$ cat src/rtl/instruction_fetch_sequencer.sv
// instruction_fetch_sequencer
//   Assembles complete 65C02 instructions from the byte stream delivered by
//   data_bus_buffer. It predecodes the instruction length from the opcode and
//   requests one byte per phi2 cycle. It drives SYNC on opcode fetches and
//   hands the finished instruction to the execute stage over a valid/ready
//   handshake.
//
// Ports
//   phi2         clock, all state updates on the rising edge
//   resb         asynchronous active-low reset
//   flush        synchronous abort (branch taken, interrupt entry)
//   db_in        byte from data_bus_buffer
//   byte_valid   db_in holds a valid read byte this cycle
//   fetch_req    sequencer wants a byte this cycle
//   sync         the requested byte is an opcode fetch
//   pc_inc       one-cycle pulse after each accepted byte
//   instr_valid  opcode/operands hold a complete instruction
//   instr_ready  execute stage accepts the instruction
//   opcode, operand_lo, operand_hi, instr_len  the held instruction
//
// Parameters
//   BRK_LEN       length of opcode 8'h00 (1 or 2; anything else means 2)
//   RESET_OPCODE  opcode shown while nothing has been captured since reset
//
// Optional build macro
//   FORCE_BRK_ON_RESET_EN  reset lands in ISSUE holding a BRK (8'h00), so the
//                          reset sequence starts without a bus fetch.

module instruction_fetch_sequencer #(
  parameter int          BRK_LEN      = 2,
  parameter logic [7:0]  RESET_OPCODE = 8'hEA
) (
  input  logic       phi2,
  input  logic       resb,
  input  logic       flush,
  input  logic [7:0] db_in,
  input  logic       byte_valid,
  output logic       fetch_req,
  output logic       sync,
  output logic       pc_inc,
  output logic       instr_valid,
  input  logic       instr_ready,
  output logic [7:0] opcode,
  output logic [7:0] operand_lo,
  output logic [7:0] operand_hi,
  output logic [1:0] instr_len
);

  typedef enum logic [1:0] {
    FETCH_OP = 2'd0,
    FETCH_LO = 2'd1,
    FETCH_HI = 2'd2,
    ISSUE    = 2'd3
  } state_t;

  localparam logic [1:0] BRK_LEN_EFF = (BRK_LEN == 1) ? 2'd1 : 2'd2;

`ifdef FORCE_BRK_ON_RESET_EN
  localparam state_t     RST_STATE  = ISSUE;
  localparam logic [7:0] RST_OPCODE = 8'h00;
  localparam logic [1:0] RST_LEN    = BRK_LEN_EFF;
  localparam logic       RST_FETCH  = 1'b0;
  localparam logic       RST_SYNC   = 1'b0;
  localparam logic       RST_VALID  = 1'b1;
`else
  localparam state_t     RST_STATE  = FETCH_OP;
  localparam logic [7:0] RST_OPCODE = RESET_OPCODE;
  localparam logic [1:0] RST_LEN    = 2'd1;
  localparam logic       RST_FETCH  = 1'b1;
  localparam logic       RST_SYNC   = 1'b1;
  localparam logic       RST_VALID  = 1'b0;
`endif

  // Instruction length from the opcode nibbles (65C02 addressing-mode map).
  function automatic logic [1:0] predecode_len(input logic [7:0] op);
    logic [1:0] len_v;
    len_v = 2'd2;
    case (op[3:0])
      4'h0: begin
        if (op == 8'h00) begin
          len_v = BRK_LEN_EFF;
        end else if (op == 8'h20) begin
          len_v = 2'd3;
        end else if ((op == 8'h40) || (op == 8'h60)) begin
          len_v = 2'd1;
        end else begin
          len_v = 2'd2;
        end
      end
      4'h1, 4'h2, 4'h4, 4'h5, 4'h6, 4'h7: len_v = 2'd2;
      4'h3, 4'h8, 4'hA, 4'hB:             len_v = 2'd1;
      4'h9:                               len_v = op[4] ? 2'd3 : 2'd2;
      4'hC, 4'hD, 4'hE, 4'hF:             len_v = 2'd3;
      default:                            len_v = 2'd2;
    endcase
    return len_v;
  endfunction

  state_t     state_r;
  state_t     seq_next_s;
  state_t     next_state_s;
  logic       fetch_req_r;
  logic       sync_r;
  logic       pc_inc_r;
  logic       instr_valid_r;
  logic [7:0] opcode_r;
  logic [7:0] operand_lo_r;
  logic [7:0] operand_hi_r;
  logic [1:0] instr_len_r;

  logic       accept_s;
  logic       take_s;
  logic       capture_op_s;
  logic       capture_lo_s;
  logic       capture_hi_s;
  logic [1:0] decoded_len_s;

  // A byte is consumed whenever it is requested and present; flush still
  // consumes it (pc_inc pulses) but discards its content.
  assign accept_s      = fetch_req_r & byte_valid;
  assign take_s        = accept_s & ~flush;
  assign decoded_len_s = predecode_len(db_in);

  // Next-state and capture-enable decode.
  always_comb begin
    seq_next_s   = state_r;
    capture_op_s = 1'b0;
    capture_lo_s = 1'b0;
    capture_hi_s = 1'b0;
    case (state_r)
      FETCH_OP: begin
        if (take_s) begin
          capture_op_s = 1'b1;
          seq_next_s   = (decoded_len_s == 2'd1) ? ISSUE : FETCH_LO;
        end else begin
          seq_next_s   = FETCH_OP;
        end
      end
      FETCH_LO: begin
        if (take_s) begin
          capture_lo_s = 1'b1;
          seq_next_s   = (instr_len_r == 2'd2) ? ISSUE : FETCH_HI;
        end else begin
          seq_next_s   = FETCH_LO;
        end
      end
      FETCH_HI: begin
        if (take_s) begin
          capture_hi_s = 1'b1;
          seq_next_s   = ISSUE;
        end else begin
          seq_next_s   = FETCH_HI;
        end
      end
      ISSUE: begin
        if (instr_ready) begin
          seq_next_s = FETCH_OP;
        end else begin
          seq_next_s = ISSUE;
        end
      end
      default: seq_next_s = FETCH_OP;
    endcase
    next_state_s = flush ? FETCH_OP : seq_next_s;
  end

  // State and registered control outputs, all derived from the next state.
  always_ff @(posedge phi2 or negedge resb) begin
    if (!resb) begin
      state_r       <= RST_STATE;
      fetch_req_r   <= RST_FETCH;
      sync_r        <= RST_SYNC;
      instr_valid_r <= RST_VALID;
      pc_inc_r      <= 1'b0;
    end else begin
      state_r       <= next_state_s;
      fetch_req_r   <= (next_state_s != ISSUE);
      sync_r        <= (next_state_s == FETCH_OP);
      instr_valid_r <= (next_state_s == ISSUE);
      pc_inc_r      <= accept_s;
    end
  end

  // Instruction capture registers; held untouched through ISSUE and flush.
  always_ff @(posedge phi2 or negedge resb) begin
    if (!resb) begin
      opcode_r     <= RST_OPCODE;
      operand_lo_r <= 8'h00;
      operand_hi_r <= 8'h00;
      instr_len_r  <= RST_LEN;
    end else if (capture_op_s) begin
      opcode_r     <= db_in;
      operand_lo_r <= 8'h00;
      operand_hi_r <= 8'h00;
      instr_len_r  <= decoded_len_s;
    end else if (capture_lo_s) begin
      operand_lo_r <= db_in;
    end else if (capture_hi_s) begin
      operand_hi_r <= db_in;
    end
  end

  assign fetch_req   = fetch_req_r;
  assign sync        = sync_r;
  assign pc_inc      = pc_inc_r;
  assign instr_valid = instr_valid_r;
  assign opcode      = opcode_r;
  assign operand_lo  = operand_lo_r;
  assign operand_hi  = operand_hi_r;
  assign instr_len   = instr_len_r;

endmodule

$ cat config.mk
export PLATFORM = sky130hd
export DESIGN_NAME = instruction_fetch_sequencer
export DESIGN_NICKNAME = d
export VERILOG_FILES = /design/src/rtl/instruction_fetch_sequencer.sv
export SDC_FILE = /design/constraint.sdc
export NUM_CORES = 1
export LEC_CHECK = 0
export BUFFER_PORTS_ARGS = -buffer_cell sky130_fd_sc_hd__buf_2
export CORE_MARGIN = 2
export CORE_UTILIZATION = 44
export DETAILED_ROUTE_END_ITERATION = 6
export PLACE_DENSITY = 0.73
export REMOVE_ABC_BUFFERS = 1
export SETUP_SLACK_MARGIN = 0.4
export SLEW_MARGIN = 20
export SYNTH_ARGS = -nofsm -noshare
export SYNTH_HDL_FRONTEND = slang
export SYNTH_SLANG_ARGS = --single-unit
$ cat constraint.sdc
create_clock -name phi2 -period 1.6 [get_ports phi2]
set_input_delay 0.08 -clock phi2 [delete_from_list [all_inputs] [get_ports phi2]]
set_output_delay 0.08 -clock phi2 [all_outputs]
set_load 0.03 [all_outputs]
* Yosys cells after proc, flatten, opt, wreduce, memory -nomap -nowiden
Index checks and enable logic that the tools add are counted.
** Operators by class
- Equality and inequality tests :: 26
- Muxes and demuxes :: 22
- Bitwise logic cells :: 3
- Reductions and logical operators :: 11
** Operators by type and width (count)
- two-way mux 8 bit :: 5
- == test 4 bit (second input constant) :: 8
- == test 4 x 3 -> 1 bit (second input constant) :: 4
- == test 8 x 7 -> 1 bit (second input constant) :: 2
- two-way mux 2 bit :: 8
- case mux 2 bit (5 select lines) :: 1
- == test 2 bit (second input constant) :: 4
- == test 4 x 2 -> 1 bit (second input constant) :: 2
- == test 8 x 6 -> 1 bit (second input constant) :: 1
- zero test 8 bit :: 1
- case mux 2 bit (4 select lines) :: 1
- OR reduction 4 bit :: 2
- two-way mux 1 bit :: 7
- OR reduction 6 bit :: 1
- == test 2 x 1 -> 1 bit (second input constant) :: 2
- == test 4 x 1 -> 1 bit (second input constant) :: 1
- zero test 2 bit :: 2
- zero test 4 bit :: 1
- inequality test 2 bit (second input constant) :: 2
- nonzero test 2 bit :: 2
- bitwise AND 1 bit :: 2
- AND reduction 2 bit :: 1
- logical OR 1 bit :: 1
- NOT 1 bit :: 1
** Storage, ports and cells
- Bits in registers :: 32
- Input port bits :: 13
- Word-level logic and storage cells :: 71

* Depth between registers and ports, before layout
Gate-level depths: netlist of run 1.
- Word-level depth :: 12
- Depth in mapped cells :: 6

* Worst setup path after synthesis of run 1
Ideal clock, no wire load.
- Path kind :: reg2reg
- Start :: register fetch_req_r, in the netlist fetch_req
- End :: register fetch_req_r, in the netlist fetch_req
- Arrival :: 1.752 ns
- Data required time :: 1.514 ns
- Slack :: -0.238 ns
- Cell stages (with the launch flop) :: 5
- Cells stage by stage :: dfstp_2 > nand4bb_1 > clkbuf_1 > a2111o_1 > a2111o_1
** On the way
- Word-level cells in the longest chain between the ends :: 6
- Elaborated cells on any way between the ends :: 8
- Those cells by class :: eq/ne: 1; mux: 5; bitwise: 2
** Ends and longest elaborated chain
- start, declared :: line 102 : logic fetch_req_r;
- start signal, assigned :: line 177 : fetch_req_r <= (next_state_s != ISSUE);
- bitwise AND 1 bit (*) :: line 120 : assign accept_s = fetch_req_r & byte_valid;
- bitwise AND 1 bit (*) :: line 121 : assign take_s = accept_s & ~flush;
- two-way mux 1 bit (tied with other cells) :: line 148 : if (take_s) begin
- case mux 2 bit (4 select lines) (*) :: line 130 : case (state_r)
- two-way mux 2 bit (*) :: line 164 : next_state_s = flush ? FETCH_OP : seq_next_s;
- inequality test 2 bit (*) :: line 177
Every way passes the cells marked *; elsewhere a longest branch is shown, timed or not.
A chain may end at the register's enable or synchronous reset.

* Worst setup path in the final report of run 1
- Start :: register fetch_req_r, in the netlist fetch_req
- End :: register opcode_r[0], in the netlist opcode[0]
** On the way
- Word-level cells in the longest chain between the ends :: 4
** Ends and longest elaborated chain
- bitwise AND 1 bit :: line 120
- bitwise AND 1 bit :: line 121
- two-way mux 1 bit :: line 132 : if (take_s) begin
- two-way mux 1 bit :: line 130
- end signal, assigned :: line 192 : opcode_r <= db_in;
- end, declared :: line 106 : logic [7:0] opcode_r;
Every way passes these cells.

==> impl_metrics.ini, run 1 <==
[logic_synthesis]
ys_ff_latch = 32
syn_area_per_cell_um2 = 10.6
synth_top_cell_area_share = 0.441
synth_top_area_cell = dfrtp_1
synth-warning-count = 0
ys_types = 28
synth_area_mm2 = 0.00136
synthTopCellsByArea = dfrtp_1 44%, dfstp_2 15%, nand2_1 9.1%
synth-seq-area-share = 0.595
synthCells = 128

[setup_path]
arrival_ns = 1.83
setup.worst_path.start = fetch_req
cp.required_ns = 1.83
r2r_slack_ns = -0.004
path_cells = nand2_2 -> or3_4 -> buf_6 -> mux2_4
critPathCaptureType = flip-flop
rr_endpoint = opcode[0]
path_delay_family = flip-flops
crit_type = reg -> reg
crit_path_max_fanout = 5
cp_slowest_cell = dfstp_2
critical-path-max-stage-delay_ns = 0.58
critPathLaunchType = flip-flop
critPathBufInv = 1
r2r_start = fetch_req
reg2reg_depth = 4

[clocking]
cts_buffer_depth = 2
cts_sinks = 32
clkTransAtPathRegs_ns = 0.10
root_buffer = clkbuf_4
htreeDepth = 2
cts_buffers = 5
worst_skew_pair.late_latency_ns = 0.34
cts_tree = done

[power_and_ir_drop]
total_leakage_power_nw = 0.986
peakVddDrop_mv = 0.743
power.total_mw = 2.45
power_density_mw_per_mm2 = 1200

[timing]
finalHoldWorstSlack_ns = 0.00501
fin_ws_ns = -0.00376
hold_viol_final = 0
setup_violations = 2
max_freq_mhz = 624
fin_skew_ns = 0.00673
timing.final.crit_period_ns = 1.60
tightestPinTransition_ns = 0.692
rsz0062_at_grt = true
report.final.slew_viol_count = 0
slew-limit-headroom = 0.539
finalCritPeriodShare = 1.00

[route]
drt_iter0_drc = 41
drt-total-wl_mm = 3.93
viasPerCell = 5.62
post_drt_wl_per_cell_um = 17.2
drc_errors = 0
antenna_left = 0
dr.pass1.iters = 4
vias = 1282

[cells_and_area]
final_cells = 228
drive_gt1_frac = 0.533
diodes = 0
area_delta_synth_final_pct = 49.2
fill_cells = 213
fin_nets = 207
fin_area_mm2 = 0.00203

[worst_hold_path]
holdPathStages = 3
hold_path.class = in -> reg
hold_end = operand_hi[5]
hp-start = db_in[5]

[placed_design]
gp_congestion = 0.818
dp_slack_ns = -0.105
port_buffers = 42
detailed_place.area_mm2 = 0.00170
dp_hpwl_mm = 2.41
placed_cells = 211

[floorplan]
initial_utilization = 0.454
core_area_mm2 = 0.00300
io_pins = 43
dieArea_mm2 = 0.00356
die_height_um = 59.7
rows = 20
chipWidth_um = 59.7

[grt]
met2_usage = 0.351
grt_max_degree = 33
use_met1 = 0.282
antenna_found_initial = 0
grt_first_pass_wirelength_mm = 5.69
grt_remaining_overflow = 0
grt_busiest_layer = met2
grt_usage = 0.221
grtUsageMet3 = 0.0519
first_global_vias = 1192

[status]
status = finished, violations left
violations = negative setup slack

[flow_run]
maxCapViolCount = 0
==> cell usage after synthesis, drive strengths merged <==
cell type / number
dfrtp: 24
nand3b: 1
a22oi: 1
inv: 5
nand4bb: 2
nand3: 1
or3: 2
a21boi: 1
or2: 2
nor3: 1
nor2: 2
or4b: 1
o211ai: 1
clkbuf: 7
nand2: 33
mux2: 8
dfstp: 8
and2b: 1
o21ai: 19
a2111o: 2
a2111oi: 3
or3b: 1
o41a: 1
and4b: 1
==> metrics by stage <==
stage	utilization	TNS [ns]
finish	0.677	-0.00523
global route	0.677	-0.158
CTS	0.617	0
detailed placement	0.566	-0.179
global placement	0.566	-0.144
floorplan	-	-2.42
==> registers in the layout, summed over array words and instances, names as in the netlist, 2 cells and up <==
signal,flops
opcode,8
operand_hi,8
operand_lo,8
instr_len,2
state_r,2
==> worst max-delay path by stage <==
stage | depth (start not counted) | end | slack [ns]
2_1_floorplan | 3 | fetch_req | -0.52
3_3_place_gp | 4 | fetch_req | -0.09
3_5_place_dp | 4 | fetch_req | -0.11
4_1_cts | 4 | opcode[1] | 0.04
5_1_grt | 4 | opcode[1] | -0.04
6_report | 4 | opcode[0] | -0.004
==> area by class of cell <==
cell class              instances  area, um^2  area share
multi-input cells              84         652       0.321
repair buffers                 66         452       0.222
well taps                      33        41.3      0.0203
flip-flops and latches         32         811       0.399
clock buffers                   8        58.8      0.0289
inverters                       5        18.8     0.00923
==> logic make-up after synthesis <==
kind of cell	Yosys count	share of synthesized area
buf+inv	12	0.0331
flops	32	0.595
mux	8	0.0661
compound gates	28	0.135
simple gates	48	0.171
==> what timing repair did <==
| item | 4_1_cts | 5_1_grt |
|---|---|---|
| hold buffers | 1 | 0 |
| setup buffers | 2 | 4 |
| hold endpoints to repair | 24 | 0 |
| gates resized for setup | 16 | 30 |
| endpoints found under the setup margin | 24 | 31 |
| pin swaps | 6 | 12 |
| cloned | 1 | 1 |
==> worst reg2reg max path, cell delays in order (launching register included) <==
cell	delay (ns)
dfstp_2	0.58
nand2_2	0.07
or3_4	0.39
buf_6	0.16
mux2_4	0.30
==> power by group <==
part | switching, mW | leakage, nW | internal, mW
logic | 0.551 | 0.554 | 0.335
clock network | 0.274 | 0.0326 | 0.217
registers | 0.0883 | 0.399 | 0.981
total | 0.913 | 0.986 | 1.53
==> cells in the final DEF (no fill, tap or decap), drive strengths merged <==
cell type    netlist  final
a2111o             2      2
a2111oi            3      3
a21boi             1      1
a22oi              1      1
and2b              1      1
and4b              1      1
buf                0     64
clkbuf             7      9
dfrtp             24     24
dfstp              8      8
dlygate4sd3        0      1
inv                5      5
mux2               8      8
nand2             33     33
nand3              1      1
nand3b             1      1
nand4bb            2      2
nor2               2      2
nor3               1      1
o211ai             1      1
o21ai             19     19
o41a               1      1
or2                2      2
or3                2      2
or3b               1      1
or4b               1      1
==> layer usage <==
metal	up-vias	share of wire
li1	573	-
met1	645	0.40
met2	53	0.51
met3	11	0.068
met4	0	0.018
met5	-	0
(Power assumes the default switching activity.)
==> inputs of run 2 (changes only) <==
--- a/config.mk
+++ b/config.mk
@@ -6,13 +6,14 @@
 export NUM_CORES = 1
 export LEC_CHECK = 0
 export BUFFER_PORTS_ARGS = -buffer_cell sky130_fd_sc_hd__buf_2
-export CORE_MARGIN = 2
+export CORE_MARGIN = 4
 export CORE_UTILIZATION = 44
 export DETAILED_ROUTE_END_ITERATION = 6
+export GPL_ROUTABILITY_DRIVEN = 0
 export PLACE_DENSITY = 0.73
 export REMOVE_ABC_BUFFERS = 1
 export SETUP_SLACK_MARGIN = 0.4
-export SLEW_MARGIN = 20
+export SLEW_MARGIN = 10
 export SYNTH_ARGS = -nofsm -noshare
 export SYNTH_HDL_FRONTEND = slang
 export SYNTH_SLANG_ARGS = --single-unit
==> run 2 against run 1 <==
Net effect: the flow now finishes without violations; power shrank 5.7%; sequential power is essentially flat; final cell count shrank 2.2%; critical path depth is the same; register-to-register slack gained 0.06 ns; routed wire length shrank 12%; hold slack lost 0.0016 ns; clock skew grew 0.012 ns; fmax grew 4.1%; via count shrank 6.7%; setup slack gained 0.063 ns.
==> impl_metrics.ini, run 2 (synthesized netlist as in run 1, its figures left out) <==
[clocking]
cts_buffer_depth = 2
cts_sinks = 32
root_buffer = clkbuf_4
clkTransAtPathRegs_ns = 0.10
cts_buffers = 5
htreeDepth = 2
cts_tree = done
worst_skew_pair.late_latency_ns = 0.35

[floorplan]
die_height_um = 63.7
initial_utilization = 0.478
rows = 19
io_pins = 43
dieArea_mm2 = 0.00405
core_area_mm2 = 0.00285
chipWidth_um = 63.7

[placed_design]
dp_hpwl_mm = 2.38
port_buffers = 42
detailed_place.area_mm2 = 0.00171

[cells_and_area]
utilization = 0.662
final_common_cell = buf_2
fin_nets = 204
drive_gt1_frac = 0.458
area_delta_synth_final_pct = 38.6
fin_area_mm2 = 0.00189
fill_cells = 247
mostFrequentLayoutCells = 38 x buf_2, 32 x nand2_1, 24 x dfrtp_1, 18 x o21ai_1, 14 x buf_4
diodes = 0

[worst_hold_path]
holdPathStages = 3
hold_path.class = in -> reg
hold_end = operand_hi[3]
hp-start = db_in[3]

[route]
dr.pass1.iters = 4
drc_errors = 0
drt-total-wl_mm = 3.46
viasPerCell = 5.36
antenna_left = 0
post_drt_wl_per_cell_um = 15.5
drt_iter0_drc = 69
vias = 1196

[setup_path]
r2r_slack_ns = 0.06
arrival_ns = 1.77
critPathCaptureType = flip-flop
critPathLaunchType = flip-flop
critical-path-max-stage-delay_ns = 0.41
path_cells = or2_1 -> or3_4 -> buf_6 -> mux2_4
crit_path_max_fanout = 5
crit_type = reg -> reg
reg2reg_depth = 4
r2r_start = state_r[0]
cp.required_ns = 1.83
rr_endpoint = opcode[4]
cp_slowest_cell = dfrtp_1

[status]
status = finished clean

[grt]
grt_usage = 0.202
met2_usage = 0.330
grtUsageMet3 = 0.0515
grt_busiest_layer = met2
grt_remaining_overflow = 0
use_met1 = 0.236
first_global_vias = 1274
grt_max_degree = 33
grt_first_pass_wirelength_mm = 6.11
antenna_found_initial = 0

[timing]
report.final.slew_viol_count = 0
fin_skew_ns = 0.0184
setup_violations = 0
tightestPinTransition_ns = 0.701
hold_viol_final = 0
slew-limit-headroom = 0.533
timing.final.crit_period_ns = 1.54
rsz0062_at_grt = true
max_freq_mhz = 649
finalCritPeriodShare = 0.963

[flow_run]
maxCapViolCount = 0

[power_and_ir_drop]
peakVddDrop_mv = 0.813
power_density_mw_per_mm2 = 1220
total_leakage_power_nw = 0.926
-- run 2: cell types whose count changed in the layout (fill, tap and decap cells not counted), moves of 4 or more --
cell and change:
nand2_2 -4, o21ai_1 +4, nand2_1 +8, nand2_4 -4
-- run 2: routing by layer --
metal,up-vias,routed length [um]
li1,574,-
met1,576,1480
met2,39,1720
met3,7,175
met4,0,87
met5,-,0
-- run 2: area by class of cell --
type	count	area [um^2]	share of cell area
inverter	5	18.8	0.00994
clock buffer	7	45.0	0.0239
tap	31	38.8	0.0205
sequential	32	811	0.429
multi-input combinational	84	564	0.299
clock inverter	1	5.00	0.00265
timing repair buffer	63	405	0.215
-- run 2: critical path: cells and delay by family, from the launching register on --
kind | cells | cell delay (ns)
buffers and inverters | 1 | 0.15
multiplexers | 1 | 0.30
AND/OR/NAND/NOR | 2 | 0.59
flip-flops | 1 | 0.41
-- run 2: worst max path at each step --
| stage | startpoint | end | slack, ns | depth (start not counted) |
|---|---|---|---|---|
| after floorplan | fetch_req | fetch_req | -0.52 | 3 |
| final | state_r[0] | opcode[4] | 0.06 | 4 |
| after CTS | state_r[0] | opcode[4] | 0.07 | 4 |
| after global placement | db_in[4] | fetch_req | -0.10 | 4 |
| after global routing | fetch_req | fetch_req | 0.005 | 3 |
| after detailed placement | db_in[4] | fetch_req | -0.11 | 4 |
-- run 2: stage by stage --
stage | hold slack, ns | worst slack (ns) | power (mW) | cells | TNS, ns
floorplan | -0.216 | -0.518 | 1.51 | 121 | -2.42
global placement | 0.149 | -0.101 | 1.77 | 210 | -0.164
detailed placement | 0.159 | -0.108 | 1.79 | 210 | -0.216
CTS | 0.0120 | 0.0668 | 2.30 | 222 | 0
global route | 0.00507 | 0.00544 | 2.44 | 223 | 0
finish | 0.00340 | 0.0594 | 2.31 | 223 | 0
-- run 2: where the power goes --
group          leakage, nW  total (mW)  internal (mW)  switching [mW]
combinational        0.498       0.816          0.302           0.514
sequential           0.399        1.06          0.980          0.0758
clock               0.0293       0.434          0.171           0.263
-- run 2: what timing repair did --
item                                   CTS  global route
hold buffers                             2             0
setup buffers                            1             1
setup endpoints to repair               15            26
endpoints found under the hold margin   25             0
cloned                                   1             0
pin swaps                                8             0
gates resized for setup                 22             4
==> inputs of run 3 (changes only) <==
--- a/config.mk
+++ b/config.mk
@@ -5,12 +5,13 @@
 export SDC_FILE = /design/constraint.sdc
 export NUM_CORES = 1
 export LEC_CHECK = 0
+export ABC_AREA = 1
 export BUFFER_PORTS_ARGS = -buffer_cell sky130_fd_sc_hd__buf_2
 export CORE_MARGIN = 4
-export CORE_UTILIZATION = 44
+export CORE_UTILIZATION = 45
 export DETAILED_ROUTE_END_ITERATION = 6
 export GPL_ROUTABILITY_DRIVEN = 0
-export PLACE_DENSITY = 0.73
+export PLACE_DENSITY = 0.74
 export REMOVE_ABC_BUFFERS = 1
 export SETUP_SLACK_MARGIN = 0.4
 export SLEW_MARGIN = 10
==> run 3 against run 2 <==
Net effect: setup slack improved by 0.22 ns; sequential cell count unchanged; highest routed layer unchanged; hold slack improved by 0.021 ns; via count increased by 4.9%; global-route usage decreased by 2.2 points; final cell count increased by 4.9%.
==> impl_metrics.ini, run 3 <==
[placed_design]
dp_slack_ns = 0.163
detailed_place.area_mm2 = 0.00161
dp_hpwl_mm = 2.28
placed_cells = 216
port_buffers = 42

[floorplan]
core_area_mm2 = 0.00285
io_pins = 43
initial_utilization = 0.486
die_height_um = 63.5
dieArea_mm2 = 0.00404
rows = 19
chipWidth_um = 63.5

[logic_synthesis]
synth-seq-area-share = 0.584
synth-warning-count = 0
synth_top_cell_area_share = 0.433
synth_common_cells = 27 x o21ai_0, 24 x dfrtp_1, 20 x nand2_1, 17 x o21ai_1
synthTopCellsByArea = dfrtp_1 43%, dfstp_2 15%, o21ai_0 9.7%
ys_types = 22
synth_top_area_cell = dfrtp_1
synthCells = 147
synth_top_family_by_area = simple AND/OR/NAND/NOR gates
synth_mux_area_frac = 0
ys.flop_type = dfrtp_1
ys_ff_latch = 32
syn_area_per_cell_um2 = 9.44
async_flop_share = 1.00
synthSimpleGateAreaFrac = 0.178
synth_compound_area_frac = 0.171
synth_area_mm2 = 0.00139
yosysMostFrequentCell = o21ai_0
synthXorXnorAreaFrac = 0
synth_fa_ha_area_frac = 0
synth_edf_count = 0

[setup_path]
r2r_slack_ns = 0.28
crit_path_max_fanout = 18
arrival_ns = 1.58
crit_type = reg -> reg
reg2reg_depth = 9
critPathCaptureType = flip-flop
r2r_start = fetch_req
cp.required_ns = 1.86
rr_endpoint = fetch_req
critPathLaunchType = flip-flop

[power_and_ir_drop]
power.total_mw = 2.23
p_int_mw = 1.42
total_leakage_power_nw = 0.950
peakVddDrop_mv = 0.602
clkPwrFrac = 0.222
power.switching_mw = 0.807
p_comb_frac = 0.318
seqPwrFrac = 0.460
p_sw_frac = 0.362
power_density_mw_per_mm2 = 1230

[cells_and_area]
area_delta_synth_final_pct = 30.8
utilization = 0.636
fin_nets = 216
final_cells = 234
fill_cells = 230
final_common_cell = buf_2
mostFrequentLayoutCells = 42 x buf_2, 27 x o21ai_1, 22 x dfrtp_1, 19 x nand2_1, 13 x o21ai_0
drive_gt1_frac = 0.473
fin_area_mm2 = 0.00182
diodes = 0

[route]
dr.pass1.iters = 4
post_drt_wl_per_cell_um = 14.3
viasPerCell = 5.36
antenna_left = 0
drc_errors = 0
vias = 1255
drt_iter0_drc = 71
drt-total-wl_mm = 3.35

[clocking]
cts_tree = done
htreeDepth = 2
worst_skew_pair.late_latency_ns = 0.32
cts_sinks = 32
root_buffer = clkbuf_4
cts_buffers = 5
cts_buffer_depth = 2
clkTransAtPathRegs_ns = 0.09

[timing]
hold_viol_final = 0
fin_skew_ns = 0.00348
finalCritPeriodShare = 0.824
finalHoldWorstSlack_ns = 0.0241
timing.final.crit_period_ns = 1.32
tightestPinTransition_ns = 0.684
setup_violations = 0
slew-limit-headroom = 0.544
fin_setup_tns_ns = 0
fin_ws_ns = 0.282
max_freq_mhz = 759
rsz0062_at_grt = true
report.final.slew_viol_count = 0

[grt]
antenna_found_initial = 0
grt_first_pass_wirelength_mm = 5.58
first_global_vias = 1228
grt_max_degree = 33
grt_remaining_overflow = 0
grt_usage = 0.179

[status]
status = finished clean

[worst_hold_path]
hold_path.class = in -> reg
hold_end = opcode[3]
hp-start = db_in[3]
holdPathStages = 3

[flow_run]
maxCapViolCount = 0
-- run 3: changes by cell type in the layout (fill, tap and decap cells not counted), moves of 6 or more --
cell	delta
o21ai_1	+9
buf_6	-6
nand2_1	-13
o21ai_0	+13
-- run 3: critical path, stage by stage (launching register included) --
cell      delay, ns
dfstp_2        0.56
nand2_4        0.07
clkinv_4       0.07
nand2_8        0.06
nor2_8         0.13
inv_6          0.09
nand3_2        0.08
nand2_2        0.06
inv_2          0.07
nand2_1        0.05
-- run 3: what timing repair did --
| action | in CTS | in global routing |
|---|---|---|
| hold buffers | 2 | 0 |
| endpoints found under the setup margin | 31 | 32 |
| buffers inserted | 6 | 3 |
| pin swaps | 3 | 2 |
| endpoints found under the hold margin | 25 | 0 |
| resized for setup | 17 | 11 |
-- run 3: area by class of cell --
class                   instances  area (um^2)  share of cell area
flip-flops and latches         32          813               0.448
well taps                      31         38.8              0.0214
multi-input cells              95          531               0.292
inverters                      16         70.1              0.0386
clock buffers                   7         65.1              0.0358
repair buffers                 53          298               0.164
-- run 3: worst max path at each step --
stage                     from   endpoint  slack, ns
floorplan            fetch_req  fetch_req       0.23
global placement    state_r[0]       sync       0.23
detailed placement  state_r[0]       sync       0.16
CTS                  fetch_req  fetch_req       0.28
global route         fetch_req       sync       0.19
finish               fetch_req  fetch_req       0.28
-- run 3: cells by family (layout without fill, tap and decap cells) --
family,after synthesis,in the layout
buf+inv,20,76
compound gates,47,47
simple gates,48,48
flops,32,32
-- run 3: power groups by stage --
stage / Combinational, mW / Clock, mW / Sequential, mW
floorplan: 0.193 / 0 / 1.28
global placement: 0.621 / 0 / 1.05
detailed placement: 0.629 / 0 / 1.05
CTS: 0.679 / 0.513 / 1.03
global route: 0.767 / 0.553 / 1.04
finish: 0.710 / 0.495 / 1.03
-- run 3: routing by layer --
metal,part of all wire,vias to the layer above,GRT usage
met4,0.019,0,0.0863
met2,0.49,49,0.292
li1,-,595,-
met1,0.41,602,0.209
met3,0.082,9,0.0639
met5,0,-,0
